[src/rtl/apb_master_bridge_if.sv]
// Command/response streams plus requester-side APB signals of apb_master_bridge.
// The master modport is the bridge's view; slave is the agent/completer view.
interface apb_master_bridge_if #(
  parameter int unsigned DATA_WIDTH = 32,
  parameter int unsigned ADDR_WIDTH = 32
) ();
  logic                  cmd_valid;
  logic                  cmd_ready;
  logic [ADDR_WIDTH-1:0] cmd_addr;
  logic                  cmd_write;
  logic [DATA_WIDTH-1:0] cmd_wdata;

  logic                  rsp_valid;
  logic                  rsp_ready;
  logic [DATA_WIDTH-1:0] rsp_rdata;
  logic                  rsp_err;

  logic                  PSELx;
  logic                  PENABLE;
  logic [ADDR_WIDTH-1:0] PADDR;
  logic                  PWRITE;
  logic [DATA_WIDTH-1:0] PWDATA;
  logic                  PREADY;
  logic [DATA_WIDTH-1:0] PRDATA;
  logic                  PSLVERR;

  modport master (
    input  cmd_valid, cmd_addr, cmd_write, cmd_wdata, rsp_ready, PREADY, PRDATA, PSLVERR,
    output cmd_ready, rsp_valid, rsp_rdata, rsp_err, PSELx, PENABLE, PADDR, PWRITE, PWDATA
  );

  modport slave (
    output cmd_valid, cmd_addr, cmd_write, cmd_wdata, rsp_ready, PREADY, PRDATA, PSLVERR,
    input  cmd_ready, rsp_valid, rsp_rdata, rsp_err, PSELx, PENABLE, PADDR, PWRITE, PWDATA
  );
endinterface

[src/rtl/apb_master_bridge.sv]
// Single-outstanding APB requester: command stream -> SETUP/ACCESS -> response stream.
// Optional ACCESS wait limit enabled by defining APB_MASTER_BRIDGE_TIMEOUT_EN.
module apb_master_bridge #(
  parameter int unsigned DATA_WIDTH     = 32,
  parameter int unsigned ADDR_WIDTH     = 32,
  parameter int unsigned TIMEOUT_CYCLES = 16
) (
  input logic                 PCLK,
  input logic                 PRESET,
  apb_master_bridge_if.master bus
);

  if (TIMEOUT_CYCLES < 1) begin : g_bad_timeout
    $error("TIMEOUT_CYCLES must be at least 1");
  end

  typedef enum logic [1:0] {StIdle, StSetup, StAccess, StResp} state_e;

  state_e                state_q, state_d;
  logic                  cmd_ready_q, cmd_ready_d;
  logic                  rsp_valid_q, rsp_valid_d;
  logic [DATA_WIDTH-1:0] rsp_rdata_q, rsp_rdata_d;
  logic                  rsp_err_q, rsp_err_d;
  logic                  psel_q, psel_d;
  logic                  penable_q, penable_d;
  logic [ADDR_WIDTH-1:0] paddr_q, paddr_d;
  logic                  pwrite_q, pwrite_d;
  logic [DATA_WIDTH-1:0] pwdata_q, pwdata_d;
  logic                  timeout;

`ifdef APB_MASTER_BRIDGE_TIMEOUT_EN
  localparam int unsigned WaitW = $clog2(TIMEOUT_CYCLES + 1);

  logic [WaitW-1:0] wait_cnt_q, wait_cnt_d;

  // Hitting the limit with PREADY=1 still completes normally.
  assign timeout = (state_q == StAccess) && !bus.PREADY &&
                   (wait_cnt_q == WaitW'(TIMEOUT_CYCLES - 1));

  always_comb begin
    wait_cnt_d = wait_cnt_q;
    if (state_q == StIdle && bus.cmd_valid) begin
      wait_cnt_d = '0;
    end else if (state_q == StAccess && !bus.PREADY) begin
      wait_cnt_d = wait_cnt_q + WaitW'(1);
    end
  end

  always_ff @(posedge PCLK) begin
    if (PRESET) begin
      wait_cnt_q <= '0;
    end else begin
      wait_cnt_q <= wait_cnt_d;
    end
  end
`else
  assign timeout = 1'b0;
`endif

  always_comb begin
    state_d     = state_q;
    cmd_ready_d = cmd_ready_q;
    rsp_valid_d = rsp_valid_q;
    rsp_rdata_d = rsp_rdata_q;
    rsp_err_d   = rsp_err_q;
    psel_d      = psel_q;
    penable_d   = penable_q;
    paddr_d     = paddr_q;
    pwrite_d    = pwrite_q;
    pwdata_d    = pwdata_q;

    unique case (state_q)
      StIdle: begin
        if (bus.cmd_valid) begin
          paddr_d     = bus.cmd_addr;
          pwrite_d    = bus.cmd_write;
          pwdata_d    = bus.cmd_wdata;
          cmd_ready_d = 1'b0;
          psel_d      = 1'b1;
          state_d     = StSetup;
        end
      end
      StSetup: begin
        penable_d = 1'b1;
        state_d   = StAccess;
      end
      StAccess: begin
        if (bus.PREADY) begin
          rsp_rdata_d = pwrite_q ? '0 : bus.PRDATA;
          rsp_err_d   = bus.PSLVERR;
          rsp_valid_d = 1'b1;
          psel_d      = 1'b0;
          penable_d   = 1'b0;
          state_d     = StResp;
        end else if (timeout) begin
          rsp_rdata_d = '0;
          rsp_err_d   = 1'b1;
          rsp_valid_d = 1'b1;
          psel_d      = 1'b0;
          penable_d   = 1'b0;
          state_d     = StResp;
        end
      end
      StResp: begin
        if (bus.rsp_ready) begin
          rsp_valid_d = 1'b0;
          cmd_ready_d = 1'b1;
          state_d     = StIdle;
        end
      end
      default: state_d = StIdle;
    endcase
  end

  always_ff @(posedge PCLK) begin
    if (PRESET) begin
      state_q     <= StIdle;
      cmd_ready_q <= 1'b1;
      rsp_valid_q <= 1'b0;
      rsp_rdata_q <= '0;
      rsp_err_q   <= 1'b0;
      psel_q      <= 1'b0;
      penable_q   <= 1'b0;
      paddr_q     <= '0;
      pwrite_q    <= 1'b0;
      pwdata_q    <= '0;
    end else begin
      state_q     <= state_d;
      cmd_ready_q <= cmd_ready_d;
      rsp_valid_q <= rsp_valid_d;
      rsp_rdata_q <= rsp_rdata_d;
      rsp_err_q   <= rsp_err_d;
      psel_q      <= psel_d;
      penable_q   <= penable_d;
      paddr_q     <= paddr_d;
      pwrite_q    <= pwrite_d;
      pwdata_q    <= pwdata_d;
    end
  end

  assign bus.cmd_ready = cmd_ready_q;
  assign bus.rsp_valid = rsp_valid_q;
  assign bus.rsp_rdata = rsp_rdata_q;
  assign bus.rsp_err   = rsp_err_q;
  assign bus.PSELx     = psel_q;
  assign bus.PENABLE   = penable_q;
  assign bus.PADDR     = paddr_q;
  assign bus.PWRITE    = pwrite_q;
  assign bus.PWDATA    = pwdata_q;

endmodule

[src/flat_wrapper.sv]
// flat-port wrapper written by rule: the top's interface ports become plain ports
module apb_master_bridge_flat 
#(
  parameter int unsigned DATA_WIDTH     = 32,
  parameter int unsigned ADDR_WIDTH     = 32,
  parameter int unsigned TIMEOUT_CYCLES = 16
)
  (PCLK, PRESET, bus_cmd_valid, bus_cmd_addr, bus_cmd_write, bus_cmd_wdata, bus_rsp_ready, bus_PREADY, bus_PRDATA, bus_PSLVERR, bus_cmd_ready, bus_rsp_valid, bus_rsp_rdata, bus_rsp_err, bus_PSELx, bus_PENABLE, bus_PADDR, bus_PWRITE, bus_PWDATA);
  apb_master_bridge_if #(.DATA_WIDTH(DATA_WIDTH), .ADDR_WIDTH(ADDR_WIDTH)) bus_i ();
  input logic PCLK;
  input logic PRESET;
  input wire logic [$bits(bus_i.cmd_valid)-1:0] bus_cmd_valid;
  input wire logic [$bits(bus_i.cmd_addr)-1:0] bus_cmd_addr;
  input wire logic [$bits(bus_i.cmd_write)-1:0] bus_cmd_write;
  input wire logic [$bits(bus_i.cmd_wdata)-1:0] bus_cmd_wdata;
  input wire logic [$bits(bus_i.rsp_ready)-1:0] bus_rsp_ready;
  input wire logic [$bits(bus_i.PREADY)-1:0] bus_PREADY;
  input wire logic [$bits(bus_i.PRDATA)-1:0] bus_PRDATA;
  input wire logic [$bits(bus_i.PSLVERR)-1:0] bus_PSLVERR;
  output wire logic [$bits(bus_i.cmd_ready)-1:0] bus_cmd_ready;
  output wire logic [$bits(bus_i.rsp_valid)-1:0] bus_rsp_valid;
  output wire logic [$bits(bus_i.rsp_rdata)-1:0] bus_rsp_rdata;
  output wire logic [$bits(bus_i.rsp_err)-1:0] bus_rsp_err;
  output wire logic [$bits(bus_i.PSELx)-1:0] bus_PSELx;
  output wire logic [$bits(bus_i.PENABLE)-1:0] bus_PENABLE;
  output wire logic [$bits(bus_i.PADDR)-1:0] bus_PADDR;
  output wire logic [$bits(bus_i.PWRITE)-1:0] bus_PWRITE;
  output wire logic [$bits(bus_i.PWDATA)-1:0] bus_PWDATA;
  assign bus_i.cmd_valid = bus_cmd_valid;
  assign bus_i.cmd_addr = bus_cmd_addr;
  assign bus_i.cmd_write = bus_cmd_write;
  assign bus_i.cmd_wdata = bus_cmd_wdata;
  assign bus_i.rsp_ready = bus_rsp_ready;
  assign bus_i.PREADY = bus_PREADY;
  assign bus_i.PRDATA = bus_PRDATA;
  assign bus_i.PSLVERR = bus_PSLVERR;
  assign bus_cmd_ready = bus_i.cmd_ready;
  assign bus_rsp_valid = bus_i.rsp_valid;
  assign bus_rsp_rdata = bus_i.rsp_rdata;
  assign bus_rsp_err = bus_i.rsp_err;
  assign bus_PSELx = bus_i.PSELx;
  assign bus_PENABLE = bus_i.PENABLE;
  assign bus_PADDR = bus_i.PADDR;
  assign bus_PWRITE = bus_i.PWRITE;
  assign bus_PWDATA = bus_i.PWDATA;
  apb_master_bridge #(.DATA_WIDTH(DATA_WIDTH), .ADDR_WIDTH(ADDR_WIDTH), .TIMEOUT_CYCLES(TIMEOUT_CYCLES)) u_core (.PCLK(PCLK), .PRESET(PRESET), .bus(bus_i));
endmodule
[config.mk]
export PLATFORM = sky130hd
export DESIGN_NAME = apb_master_bridge_flat
export DESIGN_NICKNAME = d
export VERILOG_FILES = /design/src/rtl/apb_master_bridge_if.sv /design/src/rtl/apb_master_bridge.sv /design/src/flat_wrapper.sv
export SDC_FILE = /design/constraint.sdc
export NUM_CORES = 1
export LEC_CHECK = 0
export ABC_AREA = 1
export ABC_CLOCK_PERIOD_IN_PS = 3350
export BUFFER_PORTS_ARGS = -buffer_cell sky130_fd_sc_hd__buf_2
export CAP_MARGIN = 20
export CORE_MARGIN = 2
export CORE_UTILIZATION = 48
export CTS_CLUSTER_DIAMETER = 100
export DETAILED_ROUTE_END_ITERATION = 6
export HOLD_SLACK_MARGIN = 0.1
export PLACE_DENSITY = 0.85
export SETUP_SLACK_MARGIN = 0.5
export SLEW_MARGIN = 25
export SYNTH_ARGS = -nofsm -noshare
export SYNTH_HDL_FRONTEND = slang
export SYNTH_SLANG_ARGS = --single-unit
[constraint.sdc]
create_clock -name PCLK -period 3.35 [get_ports PCLK]
set_input_delay 0.335 -clock PCLK [delete_from_list [all_inputs] [get_ports PCLK]]
set_output_delay 0.335 -clock PCLK [all_outputs]
set_load 0.005 [all_outputs]
Word-level counts from Yosys, hierarchy flattened:

Index checks and enable logic that the tools add are counted.

* register bits after elaboration: 104
* input port bits: 103
* output and inout bits: 102
* word-level logic and storage cells: 43

* equality and inequality tests: 6
* mux-type cells: 15
* reductions and logical operators: 12

Operator list (number)
* $mux 32: 1
* $reduce_and 3->1: 4
* $pmux 1 s2: 4
* $pmux 2 s4: 1
* $reduce_bool 2->1: 4
* $mux 1: 6
* $mux 2: 3
* $ne 2x2->1 const B: 3
* $reduce_and 2->1: 3
* $eq 2x2->1 const B: 2
* $eq 2x1->1 const B: 1
* $logic_not 2->1: 1

Longest topological paths before layout:

Gate-level depths: netlist of run 1.

* word-level depth: 3
* gate-level depth with buffers: 8
* gate-level depth less buffers: 8

Worst setup path after synthesis of run 1:

OpenSTA, ideal clock, no wires.

* path kind: register to register
* start: register u_core.state_q[0]
* end: register u_core.paddr_q[0], in the netlist u_core.bus.PADDR[0]
* setup time: 0.116 ns
* data arrival time: 1.206 ns
* setup slack: 2.029 ns
* stages on the path, launching flop included: 9
* buffers on the path: 2
* period minus slack after synthesis: 1.321 ns
* cell sequence: dfxtp_1 -> inv_1 -> ha_1 -> nand2_2 -> inv_2 -> buf_6 -> buf_6 -> nor2_1 -> nor2_1

* word-level cells in the longest chain between the ends: 2

RTL lines
* start, declared: line apb_master_bridge.sv:19 `state_e state_q, state_d;`
* start signal, assigned: line apb_master_bridge.sv:117 `state_q <= StIdle;`
* start signal, assigned: line apb_master_bridge.sv:128 `state_q <= state_d;`
* $logic_not 2->1: line apb_master_bridge.sv:72 `unique case (state_q)`
* $reduce_and 2->1 (no line)
* end signal, assigned: line apb_master_bridge.sv:135 `paddr_q <= paddr_d;`
* end, declared: line apb_master_bridge.sv:26 `logic [ADDR_WIDTH-1:0] paddr_q, paddr_d;`

No other way between the ends.
A chain may end at the register's enable or synchronous reset.

Final worst setup path of run 1:

* start: register u_core.state_q[0]
* end: register u_core.rsp_rdata_q[13], in the netlist u_core.bus.rsp_rdata[13]

* word-level cells in the longest chain between the ends: 2

RTL lines
* $eq 2x2->1: line apb_master_bridge.sv:72
* $reduce_and 2->1 (no line)
* end signal, assigned: line apb_master_bridge.sv:131 `rsp_rdata_q <= rsp_rdata_d;`
* end, declared: line apb_master_bridge.sv:22 `logic [DATA_WIDTH-1:0] rsp_rdata_q, rsp_rdata_d;`

No other way between the ends.

==> flow_metrics.env, run 1 <==
export IMPL_run_status="completed"
export IMPL_worstSetupStartpoint="u_core.state_q[0]$_SDFFE_PP0P_"
export IMPL_drc=0
export IMPL_slew_headroom_pct=34.7
export IMPL_setup_tns_final_ns=0
export IMPL_multiInputGateArea_sq_um=1500
export IMPL_io_buffers=204
export IMPL_pre_cts_slack_ns=1.09
export IMPL_core_area_sq_um=7770
export IMPL_regArea_sq_um=2080
export IMPL_cp_max_fo=34
export IMPL_rsz0062_at_grt="false"
export IMPL_fin_ws_ns=1.09
export IMPL_synth_compound_area_share_pct=13.2
export IMPL_setup_violations_final=0
export IMPL_static_leakage_power_nw=2.45
export IMPL_fin_crit_ns=2.26
export IMPL_final_util_pct=64.6
export IMPL_clkTransAtPathRegs_ns=0.11
export IMPL_routed_via_density=4.92
export IMPL_fmax_mhz=442
export IMPL_maxSlewViolCount=0
export IMPL_synthDistinctLibCells=19
export IMPL_wire_per_inst_um=13.2
export IMPL_synth_top_area_share_pct=53.8
export IMPL_power_density_nw_per_um2=750
export IMPL_synth_common_cells="138 x nor2_1, 104 x dfxtp_1, 57 x o21ai_0, 48 x nand2_1, 37 x nand3_1"
export IMPL_cts_path_max_buffers=2
export IMPL_die_y_um=93.8
export IMPL_hp_class="primary input to flop"
export IMPL_worstSetupEndpointType="flop"
export IMPL_die_area_sq_um=8800
export IMPL_worstPathRequired_ns=3.58
export IMPL_post_dp_cell_area_sq_um=4790
export IMPL_max_cap_viol_count=0
export IMPL_globalplace_congestion=0.836
export IMPL_grt_pass1_wl_um=16100
export IMPL_postCtsResizedCells=0
export IMPL_netlist_instances=485
export IMPL_synth_edf_count=0
export IMPL_clkLatencyLatePin_ns=0.36
export IMPL_fin_skew_ns=0.0157
export IMPL_fill_cells=722
export IMPL_place_hpwl_um=7100
export IMPL_drive_gt1_share_pct=33.8
export IMPL_yosysWarnings=0
export IMPL_yosysMostFrequentCell="nor2_1"
export IMPL_cts_tree="built"
export IMPL_synth_async_sr_flop_share_pct=0
export IMPL_cts_sinks=104
export IMPL_syn_area_sq_um=3870
export IMPL_arrival_ns=2.49
export IMPL_cts_inserted_buffers=9
export IMPL_worstSetupStartpointType="flop"
export IMPL_grt_max_degree=73
export IMPL_grt_usage_pct=23.1
export IMPL_post_cts_buffers=0
export IMPL_start_util_pct=49.8
export IMPL_worstHoldStart="bus_cmd_addr[14]"
export IMPL_first_pass_iters=4
export IMPL_synth_avg_cell_area_sq_um=7.98
export IMPL_synthTopCellsByArea="dfxtp_1 54%, nor2_1 13%, o21ai_0 7.4%, nand3_1 4.8%, nand2_1 4.7%"
export IMPL_yosys_area_share_simple_pct=23.3
export IMPL_die_w_um=93.8
export IMPL_cts_root_buffer="clkbuf_8"
export IMPL_n_antenna_cell=0
export IMPL_synth_top_flop_cell="dfxtp_1"
export IMPL_synth_seq_cells=104
export IMPL_grt_pass1_vias=3443
export IMPL_yosys_area_share_xor_xnor_pct=0
export IMPL_fin_nets=777
export IMPL_antenna_left=0
export IMPL_yosysSeqAreaShare_pct=53.8
export IMPL_cts_max_level=3
export IMPL_holdBufCountCts=0
export IMPL_hold_viol_final=0
export IMPL_syn_nets=595
export IMPL_antenna_found_initial=0
export IMPL_crit_type="flop to flop"
export IMPL_synth_top_cell_by_area="dfxtp_1"
export IMPL_synth_adder_area_share_pct=2.26
export IMPL_fin_crit_sh_pct=67.6
export IMPL_tightest_slew_ns=0.978
export IMPL_drt_wl_total_um=10200
export IMPL_max_vdd_ir_drop_mv=0.414
export IMPL_design_area_sq_um=5020
export IMPL_io_pins=205
export IMPL_synthMuxAreaShare_pct=0
export IMPL_vias=3810
export IMPL_std_cell_rows=32
export IMPL_synth_top_family_by_area="simple AND/OR/NAND/NOR gates"
export IMPL_area_growth_pct=29.7
export IMPL_drt_iter0_drc=171
export IMPL_r2r_start="u_core.state_q[0]$_SDFFE_PP0P_"
export IMPL_grt_overflow=0
-- cells in the final DEF (no fill, tap or decap) --
cell type,instances
inv_1,9
o21ai_1,10
buf_4,1
a21oi_1,34
clkinv_2,2
ha_1,7
a31oi_1,1
inv_8,1
nand2_2,2
nand3_1,37
clkbuf_8,9
o21ai_0,57
or2_2,1
clkinv_4,3
bufinv_16,2
dfxtp_1,104
nor2_1,138
nand2_1,48
buf_2,204
clkinvlp_4,2
-- cell families after synthesis --
kind of cell,count (synthesis)
DFF,104
adders and majority gates,7
AOI/OAI and AO/OA,102
and+or+nand+nor,226
buffers and inverters,46
-- cell type report --
| cell class | count | share of cell area [%] |
|---|---|---|
| clock inverters | 7 | 2.07 |
| inverters | 12 | 1.05 |
| multi-input cells | 335 | 29.9 |
| clock buffers | 9 | 2.47 |
| well taps | 102 | 2.54 |
| flip-flops and latches | 104 | 41.5 |
| repair buffers | 205 | 20.5 |
-- state kept, by name, summed over array words and instances (netlist names) --
register / flops
u_core.bus.PADDR: 32
u_core.bus.PENABLE: 1
u_core.bus.PSELx: 1
u_core.bus.PWDATA: 32
u_core.bus.PWRITE: 1
u_core.bus.cmd_ready: 1
u_core.bus.rsp_err: 1
u_core.bus.rsp_rdata: 32
u_core.bus.rsp_valid: 1
u_core.state_q: 2
-- path summary, 6_finish.rpt --
| check | end | slack, ns | depth (start not counted) |
|---|---|---|---|
| min reg2reg | u_core.bus.rsp_rdata[17]$_SDFFE_PP0P_ | 0.47 | 2 |
| min | u_core.bus.PADDR[14]$_SDFFE_PP0P_ | 0.20 | 3 |
| max reg2reg | u_core.bus.rsp_rdata[13]$_SDFFE_PP0P_ | 1.09 | 6 |
| max | u_core.bus.rsp_rdata[13]$_SDFFE_PP0P_ | 1.09 | 6 |
-- layer usage --
layer	wire, um	GRT usage [%]
met2	5190	39.4
met1	4150	28.3
met4	285	10.3
met3	565	4.17
met5	0	0
-- metrics by stage --
step,std cells,hold slack (ns),total power [mW]
floorplan,485,0.451,2.53
global placement,758,0.439,2.86
detailed placement,758,0.453,2.93
CTS,774,0.196,3.79
global route,774,0.199,4.05
finish,774,0.205,3.76
-- report_power, final --
| group | switching, mW | internal (mW) |
|---|---|---|
| combinational | 0.744 | 0.490 |
| sequential | 0.143 | 1.52 |
| clock | 0.433 | 0.429 |
| total | 1.32 | 2.44 |
-- worst max-delay path, cell delays in order (launching register included) --
cell	delay (ns)
dfxtp_1	0.41
inv_1	0.13
ha_1	0.27
nand2_2	0.47
clkinv_2	0.54
nand3_1	0.23
a21oi_1	0.09
(Power assumes the default switching activity.)
==> inputs of run 2 (changes only) <==
Settings changed: ABC_AREA 1 to 0, ABC_CLOCK_PERIOD_IN_PS 3350 to 2300, CORE_UTILIZATION 48 to 45, PLACE_DENSITY 0.85 to 0.79.
Clock period 3.35 ns to 2.3 ns, I/O delays scaled along.
==> flow_metrics.env, run 2 <==
export IMPL_run_status="completed"
export IMPL_drt_wl_total_um=11800
export IMPL_final_cell_mix="203 x buf_2, 155 x nand2_1, 103 x dfxtp_1"
export IMPL_clkLatencyLatePin_ns=0.35
export IMPL_cts_tree="built"
export IMPL_crit_type="flop to flop"
export IMPL_drive_gt1_share_pct=35.4
export IMPL_fmax_mhz=604
export IMPL_start_util_pct=46.5
export IMPL_cp_max_fo=24
export IMPL_area_growth_pct=42.2
export IMPL_synth_edf_count=0
export IMPL_post_place_cells=761
export IMPL_power_share_clock_pct=21.3
export IMPL_arrival_ns=1.91
export IMPL_drc=0
export IMPL_static_leakage_power_nw=2.63
export IMPL_yosysWarnings=0
export IMPL_grt_pass1_wl_um=19000
export IMPL_setup_violations_final=0
export IMPL_r2r_start="u_core.state_q[1]$_SDFFE_PP0P_"
export IMPL_seqPwrFrac_pct=44.9
export IMPL_hp_class="primary input to flop"
export IMPL_grt_max_degree=44
export IMPL_std_cell_rows=34
export IMPL_worstHoldStart="bus_cmd_write"
export IMPL_p_sw_share_pct=34.7
export IMPL_wire_per_inst_um=14.2
export IMPL_io_pins=205
export IMPL_worstSetupStartpoint="u_core.state_q[1]$_SDFFE_PP0P_"
export IMPL_power_density_nw_per_um2=892
export IMPL_synth_top_cell_by_area="dfxtp_1"
export IMPL_routed_via_density=5.08
export IMPL_cts_inserted_buffers=9
export IMPL_synthTopCellsByArea="dfxtp_1 51%, nand2_1 14%, a21oi_1 11%, nand4b_1 6.9%, buf_2 2.6%"
export IMPL_synth_async_sr_flop_share_pct=0
export IMPL_p_sw_mw=1.79
export IMPL_synth_avg_cell_area_sq_um=8.47
export IMPL_synth_seq_cells=104
export IMPL_fin_crit_ns=1.66
export IMPL_syn_area_sq_um=4070
export IMPL_die_area_sq_um=9830
export IMPL_fill_cells=727
export IMPL_synth_top_area_share_pct=51.1
export IMPL_path_cells="inv_1 -> ha_1 -> nand2_2 -> buf_4 -> nor2_1 -> a2111oi_2"
export IMPL_synth_top_flop_cell="dfxtp_1"
export IMPL_first_pass_iters=5
export IMPL_synth_common_cells="156 x nand2_1, 104 x dfxtp_1, 91 x a21oi_1, 32 x nand4b_1, 21 x buf_2"
export IMPL_cts_path_max_buffers=2
export IMPL_worstSetupStartpointType="flop"
export IMPL_grt_usage_pct=23.7
export IMPL_worstPathRequired_ns=2.56
export IMPL_grt_overflow=0
export IMPL_io_buffers=204
export IMPL_n_antenna_cell=0
export IMPL_cts_root_buffer="clkbuf_8"
export IMPL_slowest_stage="dfxtp_1"
export IMPL_fin_skew_ns=0.00817
export IMPL_max_stage_delay_ns=0.43
export IMPL_hold_viol_final=0
export IMPL_die_y_um=99.1
export IMPL_grt_pass1_vias=4139
export IMPL_setup_tns_final_ns=0
export IMPL_vias=4208
export IMPL_die_w_um=99.1
export IMPL_combPwrFrac_pct=33.9
export IMPL_clkTransAtPathRegs_ns=0.09
export IMPL_place_hpwl_um=7400
export IMPL_antenna_left=0
export IMPL_antenna_found_initial=0
export IMPL_drt_iter0_drc=151
export IMPL_globalplace_congestion=0.764
export IMPL_slew_headroom_pct=59.2
export IMPL_yosysSeqAreaShare_pct=51.1
export IMPL_rsz0062_at_grt="true"
export IMPL_layout_commonest_cell="buf_2"
export IMPL_max_vdd_ir_drop_mv=0.547
export IMPL_core_area_sq_um=8760
export IMPL_cts_max_level=3
export IMPL_yosysMostFrequentCell="nand2_1"
export IMPL_synthDistinctLibCells=31
export IMPL_timing_hold_ws_ns=0.112
export IMPL_netlist_instances=481
export IMPL_fin_crit_sh_pct=72.0
export IMPL_final_cells=829
export IMPL_cts_sinks=104
export IMPL_worstSetupEndpointType="flop"
export IMPL_syn_nets=591
export IMPL_maxSlewViolCount=0
export IMPL_post_cts_buffers=0
export IMPL_tightest_slew_ns=0.609
export IMPL_fin_nets=827
export IMPL_internal_power_mw=3.37
export IMPL_max_cap_viol_count=0
[run 2: per-layer routing]
layer / GRT usage (%) / vias to the layer above / share of wire (%)
li1: - / 2067 / -
met1: 27.3 / 1951 / 39
met2: 42.5 / 159 / 52
met3: 4.29 / 31 / 5.8
met4: 10.9 / 0 / 3.0
met5: 0 / - / 0
[run 2: final timing paths]
check	to	slack (ns)	cells past startpoint
max	u_core.bus.PSELx$_SDFFE_PP0P_	0.64	6
min	u_core.bus.PWRITE$_SDFFE_PP0P_	0.11	3
max reg2reg	u_core.bus.PSELx$_SDFFE_PP0P_	0.64	6
min reg2reg	u_core.bus.rsp_rdata[3]$_SDFFE_PP0P_	0.45	2
[run 2: repair_timing]
| action | CTS | global route |
|---|---|---|
| hold buffers | 53 | 0 |
| gates resized for setup | 0 | 2 |
| endpoints found under the hold margin | 53 | 0 |
| setup endpoints to repair | 0 | 13 |
[run 2: critical path, delay by kind of cell (launching register included)]
kind / cells / cell delay [ns]
adder cells (fa/ha/maj): 1 / 0.24
AND/OR/NAND/NOR: 2 / 0.17
buffers and inverters: 2 / 0.37
flip-flops: 1 / 0.43
AO/OA/AOI/OAI: 1 / 0.35
[run 2: power groups by stage]
stage          logic [mW]  registers (mW)  clock network [mW]
4_1_cts              1.74            2.31                1.14
5_1_grt              1.96            2.36                1.21
6_report             1.75            2.32                1.10
3_3_place_gp         1.61            2.33                   0
2_1_floorplan        1.11            2.36                   0
3_5_place_dp         1.66            2.35                   0
[run 2: cells by family (layout without fill, tap and decap cells)]
logic type	Yosys count	count (layout)	synth area share, %
and+or+nand+nor	214	214	25.1
DFF	104	104	51.1
AOI/OAI and AO/OA	110	110	15.2
buffers and inverters	44	284	5.90
adders and majority gates	7	7	2.15
muxes	2	2	0.522
[run 2: final cells by class]
cell class	instances	area (sq um)	area share [%]
clock buffer	10	128	2.20
clock inverter	5	58.8	1.02
inverter	4	15.0	0.259
multi-input combinational	333	1750	30.3
sequential	104	2080	36.0
tap	108	135	2.33
timing repair buffer	265	1620	27.9
[run 2: metrics by stage]
step	cell area (sq um)	power, mW	utilization (%)	worst slack [ns]
2_1_floorplan	4070	3.47	-	0.848
3_3_place_gp	5070	3.94	57.9	0.729
3_5_place_dp	5070	4.02	57.9	0.659
4_1_cts	5790	5.19	66.0	0.557
5_1_grt	5790	5.52	66.1	0.481
6_report	5790	5.17	66.1	0.644
